## src/rtl/preg_reclaim.sv

```systemverilog
// rtl/preg_reclaim.sv - retire-side reclaim queue returning old physical registers to the freelist
// Two-wide compacting circular queue, one-cycle latency, sticky overflow on stalled retire.
module preg_reclaim #(
  parameter  int NUM_PREGS = 64,
  parameter  int DEPTH     = 8,
  localparam int PW        = $clog2(NUM_PREGS),
  localparam int AW        = $clog2(DEPTH),
  localparam int CW        = AW + 1
) (
  input  logic          clk,
  input  logic          reset,
  input  logic          prev_valid,
  input  logic          retire_has_dest_1,
  input  logic          retire_has_dest_2,
  input  logic [PW-1:0] retire_old_preg_1,
  input  logic [PW-1:0] retire_old_preg_2,
  output logic          stalled,
  output logic          free_valid_1,
  output logic          free_valid_2,
  output logic [PW-1:0] free_preg_1,
  output logic [PW-1:0] free_preg_2,
  input  logic          free_ready,
  output logic [CW-1:0] count,
  output logic          overflow
);

  logic [PW-1:0] mem_q [DEPTH];
  logic [PW-1:0] mem_d [DEPTH];
  logic [AW-1:0] head_q, head_d;
  logic [AW-1:0] tail_q, tail_d;
  logic [CW-1:0] count_q, count_d;
  logic          overflow_q, overflow_d;

  logic [CW-1:0] space;
  logic          enq_fire;
  logic [1:0]    enq_n;
  logic [1:0]    deq_n;

  always_comb begin
    space        = CW'(DEPTH) - count_q;
    stalled      = (space < CW'(2));
    free_valid_1 = (count_q >= CW'(1));
    free_valid_2 = (count_q >= CW'(2));
    free_preg_1  = mem_q[head_q];
    free_preg_2  = mem_q[head_q + AW'(1)];

    enq_fire = prev_valid & ~stalled;
    enq_n    = enq_fire ? ({1'b0, retire_has_dest_1} + {1'b0, retire_has_dest_2}) : 2'd0;
    deq_n    = free_ready ? ({1'b0, free_valid_1} + {1'b0, free_valid_2}) : 2'd0;

    // Slot 2 lands at tail when slot 1 has nothing to free, keeping the queue dense.
    mem_d = mem_q;
    if (enq_fire && retire_has_dest_1)
      mem_d[tail_q] = retire_old_preg_1;
    if (enq_fire && retire_has_dest_2)
      mem_d[retire_has_dest_1 ? (tail_q + AW'(1)) : tail_q] = retire_old_preg_2;

    tail_d     = tail_q + AW'(enq_n);
    head_d     = head_q + AW'(deq_n);
    count_d    = count_q + CW'(enq_n) - CW'(deq_n);
    overflow_d = overflow_q | (prev_valid & stalled);
  end

  always_ff @(posedge clk or negedge reset) begin
    if (!reset) begin
      head_q     <= '0;
      tail_q     <= '0;
      count_q    <= '0;
      overflow_q <= 1'b0;
    end else begin
      head_q     <= head_d;
      tail_q     <= tail_d;
      count_q    <= count_d;
      overflow_q <= overflow_d;
    end
  end

  // Contents survive reset; only the pointers define what is live.
  always_ff @(posedge clk) begin
    mem_q <= mem_d;
  end

  assign count    = count_q;
  assign overflow = overflow_q;

endmodule
```

## config.mk

```make
export PLATFORM = sky130hd
export DESIGN_NAME = preg_reclaim
export DESIGN_NICKNAME = d
export VERILOG_FILES = /design/src/rtl/preg_reclaim.sv
export SDC_FILE = /design/constraint.sdc
export NUM_CORES = 1
export LEC_CHECK = 0
export ABC_CLOCK_PERIOD_IN_PS = 3700
export BUFFER_PORTS_ARGS = -buffer_cell sky130_fd_sc_hd__buf_2
export CAP_MARGIN = 40
export CORE_ASPECT_RATIO = 0.9
export CORE_MARGIN = 4
export CORE_UTILIZATION = 45
export DETAILED_ROUTE_END_ITERATION = 8
export GPL_ROUTABILITY_DRIVEN = 1
export PLACE_DENSITY_LB_ADDON = 0.3
export SETUP_SLACK_MARGIN = 0.05
export SYNTH_ARGS = -nofsm -noshare
export SYNTH_HDL_FRONTEND = slang
export SYNTH_SLANG_ARGS = --single-unit
```

## constraint.sdc

```tcl
create_clock -name clk -period 3.7 [get_ports clk]
set_clock_uncertainty 0.05 [all_clocks]
set_input_delay 0.74 -clock clk [delete_from_list [all_inputs] [get_ports clk]]
set_output_delay 0.74 -clock clk [all_outputs]
set_load 0.02 [all_outputs]
```

# == Yosys cells after proc, flatten, opt, wreduce, memory -nomap -nowiden ==
# Cells that the tools add are included.
# op_classes
add_sub_neg,9
order_cmp,9
mux,17
bitwise_logic,8
reduce_logical,4
# ops
op,count
$bwmux 48,2
$mux 48,2
$bmux 6 s3,2
$demux 6 s3,2
$mux 6,6
$ge 4x4->1 const B,4
$not 3->4,4
$lt 4x1->1 const B,2
$add 3x1->3 const B,2
$add 3x2->3,2
$add 1x1->2,2
$add 4x2->4,1
$ge 4x1->1 const B,1
$ge 4x2->1 const B,1
$logic_and 1x1->1,4
$lt 4x2->1 const B,1
$mux 2,2
$sub 4x2->4,1
$sub 4x4->4 const A,1
$mux 3,1
$and 1x1->1,2
$not 1->1,1
$or 1x1->1,1
# totals
ff_bits,59
inputBits,18
output_inout_bits,20
elab_cells,59

# == Depth between registers and ports, before layout ==
# logic_depth
depth_word,9
mapped_depth,13
ltp_nobuf,13

# == Least setup slack after synthesis ==
# No wires, ideal clock.
# synth_path
kind,reg2reg
start,"register count_q[1], in the netlist count[1]"
end,"register count_q[3], in the netlist count[3]"
setup_ps,79
arrival_ps,3143
t_required_ps,3571
slack_ps,428
path_stages_with_launch,12
n_path_buf,0
period_less_slack_ps,3272
cell_sequence,dfrtp_1 inv_1 ha_1 nor2_1 a21oi_1 nand3_1 fa_1 inv_1 ha_1 a21o_1 a21oi_1 xor2_1
# synth_between
elab_chain_cells,7
word_cells_on_any_way,11
classes_between,add/sub: 4; order compare: 3; mux: 2; bitwise: 2
# synth_rtl
item,line_no,text
start: declaration,31,"logic [CW-1:0] count_q, count_d;"
start signal: assignment,73,count_q <= count_d;
$sub 4x4->4,40,space = CW'(DEPTH) - count_q;
$lt 4x2->1,41,stalled = (space < CW'(2));
$not 1->1,47,enq_fire = prev_valid & ~stalled;
$and 1x1->1,47,
$mux 2,48,"enq_n = enq_fire ? ({1'b0, retire_has_dest_1} + {1'b0, retire_has_dest_2}) : 2'd0;"
$add 4x2->4,60,count_d = count_q + CW'(enq_n) - CW'(deq_n);
$sub 4x2->4 *,60,
named net count_d[3],31,
# The timed path passes the listed nets; every way through them passes the cells marked *.

# == Worst setup path in the final report ==
# Ends and elaborated chain as after synthesis.

==> parameters.txt <==
Parameter                              Value

Timing
  Unrepaired setup endpoints after global routing    no
  Final setup viols    0
  Worst Setup Slack, final    roughly 0.36 ns
  Period minus WS final    between 3 and 4 ns
  Worst Max-Slew Pin Slew    1.00 ns
  Fmax    0.300 GHz
  Number of slew-limit violations in the final report    0
  Fin Setup TNS    0 ns
  Worst slew margin    33.1%
  Final hold violation count    0
  Final worst path period share    90.2%

Synth
  Syn Std Cell Area    4030 µm²
  Leading area contributor after synthesis    sky130_fd_sc_hd__dfxtp_1
  Yosys warnings    0
  Gate Count Post-Synth    roughly 440
  Number of flops mapped to enable cells by yosys    0
  Flip-flop and latch count after synthesis    a little under 60
  Commonest register cell after synthesis    sky130_fd_sc_hd__dfxtp_1
  Netlist cell types    41
  Synthesized area divided by synthesized cell count    ~9 µm²
  Library cell with the highest instance count after synthesis    sky130_fd_sc_hd__nor2_1
  Async S/R FF share, synth    18.6%
  Sequential element share of the synthesized area    30.7%
  Post-synth top cells    sky130_fd_sc_hd__nor2_1 (62), sky130_fd_sc_hd__nand2_1 (59), sky130_fd_sc_hd__a31oi_1 (48), sky130_fd_sc_hd__dfxtp_1 (48), sky130_fd_sc_hd__o21ai_0 (36)
  Synthesized Nets    479
  Area share of the largest cell type after synthesis    23.8%
  Top cells by area, synth    sky130_fd_sc_hd__dfxtp_1 (24%), sky130_fd_sc_hd__mux4_2 (13%), sky130_fd_sc_hd__a31oi_1 (7.5%)

Clock network
  Maximum root-to-sink buffer count    2
  Source-to-sink clock delay at the later pin of the worst-skew pair    0.34 ns
  Master cell of the clock root buffer    sky130_fd_sc_hd__clkbuf_8
  Clk pin slew, worst setup/hold paths    0.07 ns
  Total clock sinks    59
  Clock buffers created by TritonCTS    9
  Hold-fix buffer count after cts    0
  # H-tree levels    3
  TritonCTS clock tree    yes

Global route
  Global Route met1 Usage    29.3%
  Number of global-route vias before repair    3367
  Residual overflow from global routing    0
  Maximum number of pins on one net before global-route repair    26
  Met3 global-route usage    4.10%
  Global routing usage summed across all routing layers    21.3%
  GR peak layer    met2
  Initial antenna violation count    0
  Global-route wire length before repair    17400 µm
  Met2 track demand over resource in global routing    32.7%

Min path
  Hold Path Class    input pin to asynchronous set/reset pin

Detailed routing
  Count of unresolved DRC violations after routing    0
  Iteration count of the initial detailed-routing pass    5
  Via total after detailed routing    3543
  Antenna-violating nets left    0
  Wire per inst    around 19 µm
  Ratio of routed vias to standard cells    ~6.0
  Drt initial violations    350
  Final WL    11000 µm

Setup path
  Cell at the slowest stage of the critical path    sky130_fd_sc_hd__dfrtp_1
  Data arrival time of the worst path    between 3 and 4 ns
  Startpoint type of the worst setup path    flip-flop
  Count of buffering cells on the critical path with inverters included    2
  WP data required    3.92 ns
  Worst setup EP type    flip-flop
  Worst path top cell family by delay    adder cells
  CP peak stage delay    0.49 ns
  Highest net fanout along the worst path    6
  Critical-path cell list    inv_1, ha_1, nor4b_4, and2_4, a21oi_1, nand3_1, fa_1, inv_1, ha_1, a21o_1, a21oi_1, xor2_1
  Category of the most critical setup path    flip-flop to flip-flop

Layout
  # fillers    800
  Layout-stage area growth over the synthesis result    9.66%
  Total inserted antenna cells    0
  Fraction of layout cells with a size suffix above 1    25.7%
  Post-route insts no fill    590
  Number of nets at the end of the flow    504

Power
  Power Internal    roughly 2.6 mW
  Sequential power share    26.5%
  Power, Total    between 4 and 5 mW
  Switching power of the nets    2.35 mW
  Part of the total power dissipated in the clock network    10.6%
  Combinational share of power    around 63%
  Leak Pwr    1.72 nW
  Worst-case vdd ir drop    577 µV
  Power density normalized to cell area    1130 nW/µm²
  Fraction of power spent switching nets    47.1%

Floorplan
  Die Y-Extent    97.8 µm
  Initial core utilization    46.6%
  Floorplan Core Area    8650 µm²
  Die area    10500 µm²
  Site row count    32
  Number of placed I/O pins    38
  Horizontal die dimension    approximately 110 µm

Placement
  Routability Congestion    around 0.83
  Port Buffer Count    37
  Setup slack after placement    0.301 ns
  HPWL after detailed placement    ~7600 µm
  Number of instances in the placed design    575

Flow run
  Count of max-cap constraint violations    0

Outcome
  Outcome    completed
==> power groups by stage <==
| stage | Combinational (mW) | Clock (mW) | Sequential [mW] |
|---|---|---|---|
| after floorplan | 2.49 | 0 | 1.22 |
| after global placement | 3.03 | 0 | 1.31 |
| after detailed placement | 3.12 | 0 | 1.33 |
| after CTS | 3.13 | 0.525 | 1.32 |
| after global routing | 3.40 | 0.550 | 1.37 |
| final | 3.14 | 0.528 | 1.32 |
==> path summary, 6_finish.rpt <==
kind                               start  endpoint  slack [ns]  cells after the start
worst min register to register  overflow  overflow        0.41                      1
max in group asynchronous          reset  count[0]        3.18                      1
worst max-delay path            count[1]  count[3]        0.36                     12
min in group clk                overflow  overflow        0.41                      1
worst max register to register  count[1]  count[3]        0.36                     12
worst min-delay path               reset  count[2]        0.21                      1
==> stage by stage <==
stage | utilization [%] | hold slack, ns | instance area [µm²]
global placement | 48.7 | 0.384 | 4210
floorplan | - | 0.394 | 4030
detailed placement | 49.1 | 0.403 | 4250
finish | 51.1 | 0.209 | 4420
global route | 51.1 | 0.235 | 4420
CTS | 51.1 | 0.219 | 4420
==> per-layer routing <==
layer	vias to the layer above	wire [µm]
met2	155	5080
met3	28	821
met1	1715	4820
li1	1645	-
met5	-	0
met4	0	257
==> state kept, by name, indices dropped and copies added, names as in the netlist <==
name	cells
mem_q	48
tail_q	3
count	4
overflow	1
head_q	3
==> cell usage in the layout, fill, tap and decap left out, drive strengths merged <==
master | synthesis | layout
xor2 | 5 | 5
xnor2 | 4 | 4
nor2b | 1 | 1
nor4b | 1 | 1
ha | 15 | 15
a21oi | 2 | 2
or2 | 1 | 1
inv | 19 | 20
nand2b | 5 | 5
clkbuf | 6 | 10
a31oi | 48 | 48
nand3 | 2 | 2
a2111oi | 4 | 4
o2111ai | 4 | 4
clkinvlp | 0 | 1
fa | 4 | 4
dfxtp | 48 | 48
clkinv | 0 | 3
a211oi | 2 | 2
and3 | 1 | 1
nand2 | 60 | 60
nand3b | 2 | 2
a21o | 2 | 2
and2 | 2 | 2
mux4 | 24 | 24
mux2 | 12 | 12
o21ai | 49 | 49
o32ai | 2 | 2
dfrtp | 11 | 11
o211ai | 8 | 8
buf | 32 | 52
nor2 | 63 | 63
o22ai | 2 | 2
o21a | 1 | 1
==> area by class of cell <==
| class | count | area, µm² | share of cell area (%) |
|---|---|---|---|
| clock buffers | 10 | 138 | 3.11 |
| well taps | 119 | 149 | 3.37 |
| clock inverters | 5 | 28.8 | 0.651 |
| inverters | 19 | 71.3 | 1.61 |
| flip-flops and latches | 59 | 1240 | 28.0 |
| multi-input cells | 326 | 2480 | 56.1 |
| repair buffers | 52 | 317 | 7.16 |
==> kinds of logic after synthesis <==
logic type	Yosys count	share of synthesized area (%)
AND/OR/NAND/NOR	138	14.4
AO/OA/AOI/OAI	124	21.7
flip-flops	59	30.7
buffers and inverters	57	7.85
multiplexers	36	16.8
adder cells (fa/ha/maj)	19	6.64
XOR/XNOR	9	1.96
==> what timing repair did <==
action                     4_1_cts  5_1_grt
setup buffers                    0        0
gates resized for setup          0        1
setup endpoints to repair        0        1
Power figures use the tool's default switching activity.
